### config.mk
export PLATFORM = sky130hd
export DESIGN_NAME = m3_speed_ramp_gen_flat
export DESIGN_NICKNAME = d
export VERILOG_FILES = /design/src/rtl/m3_speed_ramp_gen_pkg.sv /design/src/rtl/m3_speed_ramp_gen_if.sv /design/src/rtl/m3_speed_ramp_gen_ramp_step.sv /design/src/rtl/m3_speed_ramp_gen.sv /design/src/flat_wrapper.sv
export SDC_FILE = /design/constraint.sdc
export NUM_CORES = 1
export LEC_CHECK = 0
export BUFFER_PORTS_ARGS = -buffer_cell sky130_fd_sc_hd__buf_4
export CAP_MARGIN = 10
export CORE_ASPECT_RATIO = 0.6
export CORE_UTILIZATION = 53
export CTS_BUF_LIST = sky130_fd_sc_hd__clkbuf_16
export DETAILED_ROUTE_END_ITERATION = 8
export GPL_TIMING_DRIVEN = 0
export HOLD_SLACK_MARGIN = 0.03
export PLACE_DENSITY = 0.81
export SLEW_MARGIN = 10
export SYNTH_ARGS = -nofsm -noshare
export SYNTH_HDL_FRONTEND = slang
export SYNTH_HIERARCHICAL = 1
export SYNTH_SLANG_ARGS = --single-unit
### constraint.sdc
create_clock -name clkI -period 10.3 [get_ports clkI]
set_clock_uncertainty 0.15 [all_clocks]
set_input_delay 1.03 -clock clkI [delete_from_list [all_inputs] [get_ports clkI]]
set_output_delay 1.03 -clock clkI [all_outputs]
set_load 0.02 [all_outputs]
### src/rtl/m3_speed_ramp_gen_pkg.sv
// Shared types for the motor speed ramp generator: FSM state encoding,
// ramp (hysteresis) mode and the width of the exported state field.
package m3_pkg;
    localparam int STATE_W = 2;

    typedef enum logic [STATE_W-1:0] {
        ST_IDLE    = 2'd0,
        ST_RUN     = 2'd1,
        ST_REVERSE = 2'd2,
        ST_STOP    = 2'd3
    } m3State_t;

    typedef enum logic [1:0] {
        MODE_NONE = 2'd0,
        MODE_FAST = 2'd1,
        MODE_SLOW = 2'd2
    } rampMode_t;
endpackage

### src/rtl/m3_speed_ramp_gen_if.sv
// Command/status bundle between command decode, the speed ramp generator
// and the commutation timer. Target ports exist only with M3_SPEED_TARGET_EN.
interface m3_speed_ramp_gen_if
    import m3_pkg::*;
#(
    parameter int LEN_W = 32
);
    logic               workingI;
    logic               nextRound_1I;
    logic               m3speedINCi;
    logic               m3speedDECi;
    logic               m3invRotateI;
    logic               m3forceStopI;
    logic [LEN_W-1:0]   dstRoundLenO;
    logic               dirO;
    logic [STATE_W-1:0] stateO;
    logic               atMinO;
    logic               atMaxO;
`ifdef M3_SPEED_TARGET_EN
    logic [LEN_W-1:0]   targetLenI;
    logic               targetValidI;

    modport master (output workingI, nextRound_1I, m3speedINCi, m3speedDECi,
                    m3invRotateI, m3forceStopI, targetLenI, targetValidI,
                    input dstRoundLenO, dirO, stateO, atMinO, atMaxO);
    modport slave  (input workingI, nextRound_1I, m3speedINCi, m3speedDECi,
                    m3invRotateI, m3forceStopI, targetLenI, targetValidI,
                    output dstRoundLenO, dirO, stateO, atMinO, atMaxO);
`else
    modport master (output workingI, nextRound_1I, m3speedINCi, m3speedDECi,
                    m3invRotateI, m3forceStopI,
                    input dstRoundLenO, dirO, stateO, atMinO, atMaxO);
    modport slave  (input workingI, nextRound_1I, m3speedINCi, m3speedDECi,
                    m3invRotateI, m3forceStopI,
                    output dstRoundLenO, dirO, stateO, atMinO, atMaxO);
`endif
endinterface

### src/rtl/m3_speed_ramp_gen_ramp_step.sv
// One ramp step: current period plus direction (and optional target) to the
// next clamped period. Arithmetic is one bit wider than the period so neither
// the add nor the subtract can wrap.
module m3_ramp_step #(
    parameter int LEN_W      = 32,
    parameter int STEP_SHIFT = 4,
    parameter int PERIOD_MIN = 40,
    parameter int PERIOD_MAX = 4000000
) (
    input  logic [LEN_W-1:0] lenI,
    input  logic             slowerI,
    input  logic             useTgtI,
    input  logic [LEN_W-1:0] tgtI,
    output logic [LEN_W-1:0] nextLenO,
    output logic [LEN_W-1:0] tgtLenO
);
    localparam logic [LEN_W:0] MIN_W = (LEN_W+1)'(PERIOD_MIN);
    localparam logic [LEN_W:0] MAX_W = (LEN_W+1)'(PERIOD_MAX);

    logic [LEN_W:0] tgtW;
    logic [LEN_W:0] lenW;
    logic [LEN_W:0] stepW;
    logic [LEN_W:0] fastW;
    logic [LEN_W:0] slowW;
    logic [LEN_W:0] nextW;

    // Target clamped into the legal period window; kept separate from the
    // step logic so the parent can use it to pick a direction.
    assign tgtW    = ({1'b0, tgtI} < MIN_W) ? MIN_W :
                     ({1'b0, tgtI} > MAX_W) ? MAX_W : {1'b0, tgtI};
    assign tgtLenO = tgtW[LEN_W-1:0];

    // Proportional step with a floor of 1, clamped to the period window and
    // optionally stopped exactly at the target instead of overshooting it.
    always_comb begin
        lenW  = {1'b0, lenI};
        stepW = lenW >> STEP_SHIFT;
        if (stepW == '0) stepW = (LEN_W+1)'(1);
        if (lenW <= stepW + MIN_W) fastW = MIN_W;
        else                       fastW = lenW - stepW;
        slowW = lenW + stepW;
        if (slowW > MAX_W) slowW = MAX_W;
        nextW = slowerI ? slowW : fastW;
        if (useTgtI) begin
            if (slowerI && (nextW > tgtW))  nextW = tgtW;
            if (!slowerI && (nextW < tgtW)) nextW = tgtW;
        end
        nextLenO = nextW[LEN_W-1:0];
    end
endmodule

### src/rtl/m3_speed_ramp_gen.sv
// Motor speed ramp generator: turns INC/DEC requests sampled on round
// boundaries into the commanded round period, with hysteresis, controlled
// direction reversal and a force-stop ramp.
// Optional feature macro: M3_SPEED_TARGET_EN (ramp toward targetLenI).
module m3_speed_ramp_gen
    import m3_pkg::*;
#(
    parameter int LEN_W           = 32,
    parameter int PERIOD_MAX      = 4000000,
    parameter int PERIOD_MIN      = 40,
    parameter int STEP_SHIFT      = 4,
    parameter int ROUNDS_PER_STEP = 4
) (
    input  logic               clkI,
    input  logic               nRstI,
    m3_speed_ramp_gen_if.slave bus
);
    localparam logic [LEN_W-1:0] LEN_MAX = LEN_W'(PERIOD_MAX);
    localparam logic [LEN_W-1:0] LEN_MIN = LEN_W'(PERIOD_MIN);
    localparam logic [3:0]       RPS     = 4'(ROUNDS_PER_STEP);

    m3State_t         state, nState;
    rampMode_t        modeQ, nMode, reqMode;
    logic [LEN_W-1:0] lenQ, nLen, stepLen, tgtLen, tgtIn;
    logic [3:0]       cntQ, nCnt, cntInc;
    logic             dirQ, nDir, atMinQ, atMaxQ;
    logic             tgtValid, tgtActive, stepSlower, useTgt;

`ifdef M3_SPEED_TARGET_EN
    assign tgtValid = bus.targetValidI;
    assign tgtIn    = bus.targetLenI;
`else
    assign tgtValid = 1'b0;
    assign tgtIn    = '0;
`endif

    m3_ramp_step #(
        .LEN_W(LEN_W), .STEP_SHIFT(STEP_SHIFT),
        .PERIOD_MIN(PERIOD_MIN), .PERIOD_MAX(PERIOD_MAX)
    ) uStep (
        .lenI(lenQ), .slowerI(stepSlower), .useTgtI(useTgt),
        .tgtI(tgtIn), .nextLenO(stepLen), .tgtLenO(tgtLen)
    );

    // Requested ramp mode: manual INC/DEC first, then the target (if any).
    // Outside RUN every step is a slower step.
    always_comb begin
        tgtActive  = tgtValid && !bus.m3speedINCi && !bus.m3speedDECi && (tgtLen != lenQ);
        if (bus.m3speedINCi)      reqMode = MODE_FAST;
        else if (bus.m3speedDECi) reqMode = MODE_SLOW;
        else if (tgtActive)       reqMode = (tgtLen > lenQ) ? MODE_SLOW : MODE_FAST;
        else                      reqMode = MODE_NONE;
        stepSlower = (state != ST_RUN) || (reqMode == MODE_SLOW);
        useTgt     = tgtActive && (state == ST_RUN);
    end

    // Next-state and next-register logic; period changes only on round pulses.
    always_comb begin
        nState = state;
        nLen   = lenQ;
        nDir   = dirQ;
        nCnt   = cntQ;
        nMode  = modeQ;
        cntInc = (modeQ != reqMode) ? 4'd1 : cntQ + 4'd1;
        if (!bus.workingI) begin
            nState = ST_IDLE;
            nLen   = LEN_MAX;
            nDir   = bus.m3invRotateI;
            nCnt   = '0;
            nMode  = MODE_NONE;
        end else begin
            unique case (state)
                ST_IDLE: nState = ST_RUN;
                ST_RUN, ST_REVERSE: begin
                    if (bus.m3forceStopI) begin
                        nState = ST_STOP;
                        nCnt   = '0;
                        nMode  = MODE_NONE;
                    end else if (bus.m3invRotateI != dirQ) begin
                        if (state == ST_RUN) begin
                            nState = ST_REVERSE;
                            nCnt   = '0;
                            nMode  = MODE_NONE;
                        end else if (bus.nextRound_1I) begin
                            nLen = stepLen;
                            // Flip only once the motor is at its slowest.
                            if (stepLen == LEN_MAX) begin
                                nDir   = bus.m3invRotateI;
                                nState = ST_RUN;
                            end
                        end
                    end else if (state == ST_REVERSE) begin
                        nState = ST_RUN;
                    end else if (bus.nextRound_1I) begin
                        if (reqMode == MODE_NONE) begin
                            nCnt  = '0;
                            nMode = MODE_NONE;
                        end else begin
                            nMode = reqMode;
                            if (cntInc >= RPS) begin
                                nLen = stepLen;
                                nCnt = '0;
                            end else begin
                                nCnt = cntInc;
                            end
                        end
                    end
                end
                ST_STOP: begin
                    if (!bus.m3forceStopI) begin
                        nState = ST_RUN;
                        nCnt   = '0;
                        nMode  = MODE_NONE;
                    end else if (lenQ == LEN_MAX) begin
                        nDir = bus.m3invRotateI;
                    end else if (bus.nextRound_1I) begin
                        nLen = stepLen;
                    end
                end
            endcase
        end
    end

    // State and output registers; limit flags are registered alongside the period.
    always_ff @(posedge clkI or negedge nRstI) begin
        if (!nRstI) begin
            state  <= ST_IDLE;
            lenQ   <= LEN_MAX;
            dirQ   <= 1'b0;
            cntQ   <= '0;
            modeQ  <= MODE_NONE;
            atMinQ <= 1'b0;
            atMaxQ <= 1'b1;
        end else begin
            state  <= nState;
            lenQ   <= nLen;
            dirQ   <= nDir;
            cntQ   <= nCnt;
            modeQ  <= nMode;
            atMinQ <= (nLen == LEN_MIN);
            atMaxQ <= (nLen == LEN_MAX);
        end
    end

    assign bus.dstRoundLenO = lenQ;
    assign bus.dirO         = dirQ;
    assign bus.stateO       = state;
    assign bus.atMinO       = atMinQ;
    assign bus.atMaxO       = atMaxQ;
endmodule

### src/flat_wrapper.sv
// flat-port wrapper written by rule: the top's interface ports become plain ports
module m3_speed_ramp_gen_flat import m3_pkg::*;
#(
    parameter int LEN_W           = 32,
    parameter int PERIOD_MAX      = 4000000,
    parameter int PERIOD_MIN      = 40,
    parameter int STEP_SHIFT      = 4,
    parameter int ROUNDS_PER_STEP = 4
)
  (clkI, nRstI, bus_workingI, bus_nextRound_1I, bus_m3speedINCi, bus_m3speedDECi, bus_m3invRotateI, bus_m3forceStopI, bus_dstRoundLenO, bus_dirO, bus_stateO, bus_atMinO, bus_atMaxO);
  m3_speed_ramp_gen_if #(.LEN_W(LEN_W)) bus_i ();
  input  logic clkI;
  input  logic nRstI;
  input wire logic [$bits(bus_i.workingI)-1:0] bus_workingI;
  input wire logic [$bits(bus_i.nextRound_1I)-1:0] bus_nextRound_1I;
  input wire logic [$bits(bus_i.m3speedINCi)-1:0] bus_m3speedINCi;
  input wire logic [$bits(bus_i.m3speedDECi)-1:0] bus_m3speedDECi;
  input wire logic [$bits(bus_i.m3invRotateI)-1:0] bus_m3invRotateI;
  input wire logic [$bits(bus_i.m3forceStopI)-1:0] bus_m3forceStopI;
  output wire logic [$bits(bus_i.dstRoundLenO)-1:0] bus_dstRoundLenO;
  output wire logic [$bits(bus_i.dirO)-1:0] bus_dirO;
  output wire logic [$bits(bus_i.stateO)-1:0] bus_stateO;
  output wire logic [$bits(bus_i.atMinO)-1:0] bus_atMinO;
  output wire logic [$bits(bus_i.atMaxO)-1:0] bus_atMaxO;
  assign bus_i.workingI = bus_workingI;
  assign bus_i.nextRound_1I = bus_nextRound_1I;
  assign bus_i.m3speedINCi = bus_m3speedINCi;
  assign bus_i.m3speedDECi = bus_m3speedDECi;
  assign bus_i.m3invRotateI = bus_m3invRotateI;
  assign bus_i.m3forceStopI = bus_m3forceStopI;
  assign bus_dstRoundLenO = bus_i.dstRoundLenO;
  assign bus_dirO = bus_i.dirO;
  assign bus_stateO = bus_i.stateO;
  assign bus_atMinO = bus_i.atMinO;
  assign bus_atMaxO = bus_i.atMaxO;
  m3_speed_ramp_gen #(.LEN_W(LEN_W), .PERIOD_MAX(PERIOD_MAX), .PERIOD_MIN(PERIOD_MIN), .STEP_SHIFT(STEP_SHIFT), .ROUNDS_PER_STEP(ROUNDS_PER_STEP)) u_core (.clkI(clkI), .nRstI(nRstI), .bus(bus_i));
endmodule
==> flow_summary.json <==
{
  "cp.arrival_ps": 9610,
  "power.density_nw_per_um2": 170,
  "cts_root_buf": "clkbuf_16",
  "clk_transition_reported_paths_ps": 70,
  "area_delta_synth_final_pct": 10.3,
  "final_cell_mix": "nand2_1 (159), ha_1 (152), nor2_1 (135)",
  "netlist_area_um2": 11300,
  "maxSlewHeadroom_pct": 14.3,
  "grt.met1_usage_pct": 63.9,
  "dieWidth_um": 191,
  "coreArea_um2": 20500,
  "clockBufferDepth": 2,
  "layout_commonest_cell": "nand2_1",
  "cts_resized": 0,
  "grtUsageMet2_pct": 54.4,
  "clk_latency_ps": 300,
  "final_nets": 1882,
  "tightest_slew_ps": 1270,
  "maxCapViolations": 0,
  "worstSetupEndpointType": "flip-flop",
  "setup_tns_ps": 0,
  "grt_util_all_layers_pct": 43.1,
  "worst-setup-path-type": "flip-flop to flip-flop",
  "leakage_uw": 0.00565,
  "avgSynthCellArea_um2": 7.17,
  "busiest_layer": "met1",
  "cts_hold_buf": 0,
  "cp.required_ps": 10330,
  "viasPerCell": 6.74,
  "r2r_cells": 24,
  "placed_area_um2": 12300,
  "start_util_pct": 55.3,
  "min_period_ps": 9570,
  "drc": 0,
  "final_layout_size_suffix_gt1_share_pct": 9.30,
  "cp-startpoint": "u_core/bus.dstRoundLenO[28]",
  "wl_per_cell_um": 23.9,
  "htree_num_levels": 2,
  "final_area_um2": 12500,
  "utilization_pct": 61.0,
  "crit_path_max_fanout": 12,
  "antenna_found_initial": 1,
  "die_area_um2": 22000,
  "portBuffers": 43,
  "grt_use_met3_pct": 18.9,
  "n_fill_cell": 1960,
  "outcome": "finished, final reports clean",
  "postCtsSetupBuffers": 0,
  "cts_made_buffers": 5,
  "fmax_mhz": 104,
  "drtIter0Drc": 2138,
  "grt-ovfl-total": 0,
  "grt_pass1_vias": 11900,
  "whs_path_depth": 2,
  "regToRegSetupSlack_ps": 730,
  "boundaryPins": 45,
  "drv_slew": 0,
  "ys_warn_count": 6,
  "worstReg2RegEnd": "u_core/bus.dirO",
  "setup-violations-final": 0,
  "rsz0062_at_grt": "no",
  "drt_wl_total_um": 47800,
  "hp-class": "flip-flop to flip-flop",
  "setup.worst_path.start_class": "flip-flop",
  "gp_congestion": 1.05,
  "hp-start": "u_core/cntQ[2]",
  "die_y_um": 115,
  "worst_slack_ps": 727,
  "hpwl_um": 39500,
  "netlist_instances": 1577,
  "holdPathEnd": "u_core/cntQ[2]",
  "hold_violations": 0,
  "dr.pass1.iters": 7,
  "num_vias": 13500,
  "cts_tree": "done",
  "min_period_over_period_pct": 92.9,
  "ant_nets": 0,
  "r2r-start": "u_core/bus.dstRoundLenO[28]",
  "cts_sinks": 43,
  "peakVddDrop_uv": 94.0,
  "grt_max_degree": 44,
  "place_ws_ps": 1640,
  "grt_pass1_wl_um": 71600,
  "placementRows": 40
}
-- worst max path at each step --
stage | cells past startpoint | slack [ps] | endpoint
finish | 24 | 730 | u_core/bus.dirO
CTS | 26 | 1590 | u_core/bus.atMinO
global placement | 24 | 1690 | u_core/bus.atMinO
global route | 25 | 790 | u_core/bus.stateO[0]
floorplan | 26 | 4020 | u_core/bus.stateO[0]
detailed placement | 26 | 1640 | u_core/bus.atMinO
-- final cells by class --
cell class	instances	area, um^2	area share (%)
clock inverters	3	16.3	0.130
inverters	107	402	3.22
plain buffers	98	439	3.52
repair buffers	44	328	2.63
multi-input cells	1421	9730	78.0
clock buffers	5	125	1.00
diodes	3	7.51	0.0602
flip-flops and latches	43	1090	8.70
well taps	273	342	2.74
-- registers in the layout, summed over array words and instances (netlist names) --
name and cells:
u_core/bus.atMinO 1, u_core/bus.dstRoundLenO 32, u_core/bus.dirO 1, u_core/bus.atMaxO 1, u_core/cntQ 4, u_core/bus.stateO 2, u_core/modeQ 2
-- critical path: stages (launching register included) --
cell      delay [ps]
dfrtp_1          600
clkbuf_1         400
nor4_1           850
nand4_1          190
o21bai_1         420
ha_1             260
inv_1             60
fa_1             470
o21bai_2         270
nand3_1          200
a31oi_1          620
o21ai_0          300
a21oi_1          280
o21ai_0          140
a32oi_1          410
nand2_1          180
buf_2            250
a32oi_1          290
a31oi_1          260
or4_1            670
nor4_1           620
nand4_1          400
o21a_1           280
o31ai_1          470
mux2_2           390
-- power by group --
group	switching, uW	internal (uW)
logic	1150	570
registers	50.0	192
clock network	78.2	88.9
-- stage by stage --
stage	instances	power [uW]	hold WS (ps)
floorplan	1669	1340	345
global route	1996	2240	406
CTS	1993	2000	389
detailed placement	1985	1820	379
global placement	1985	1810	364
finish	1997	2120	384
-- routing by layer --
metal	up-vias	part of all wire, %
met5	-	0.52
met4	6	2.6
met3	110	17
met2	960	35
met1	6282	45
li1	6095	-
Note: power is estimated with default switching activity, not from simulation.
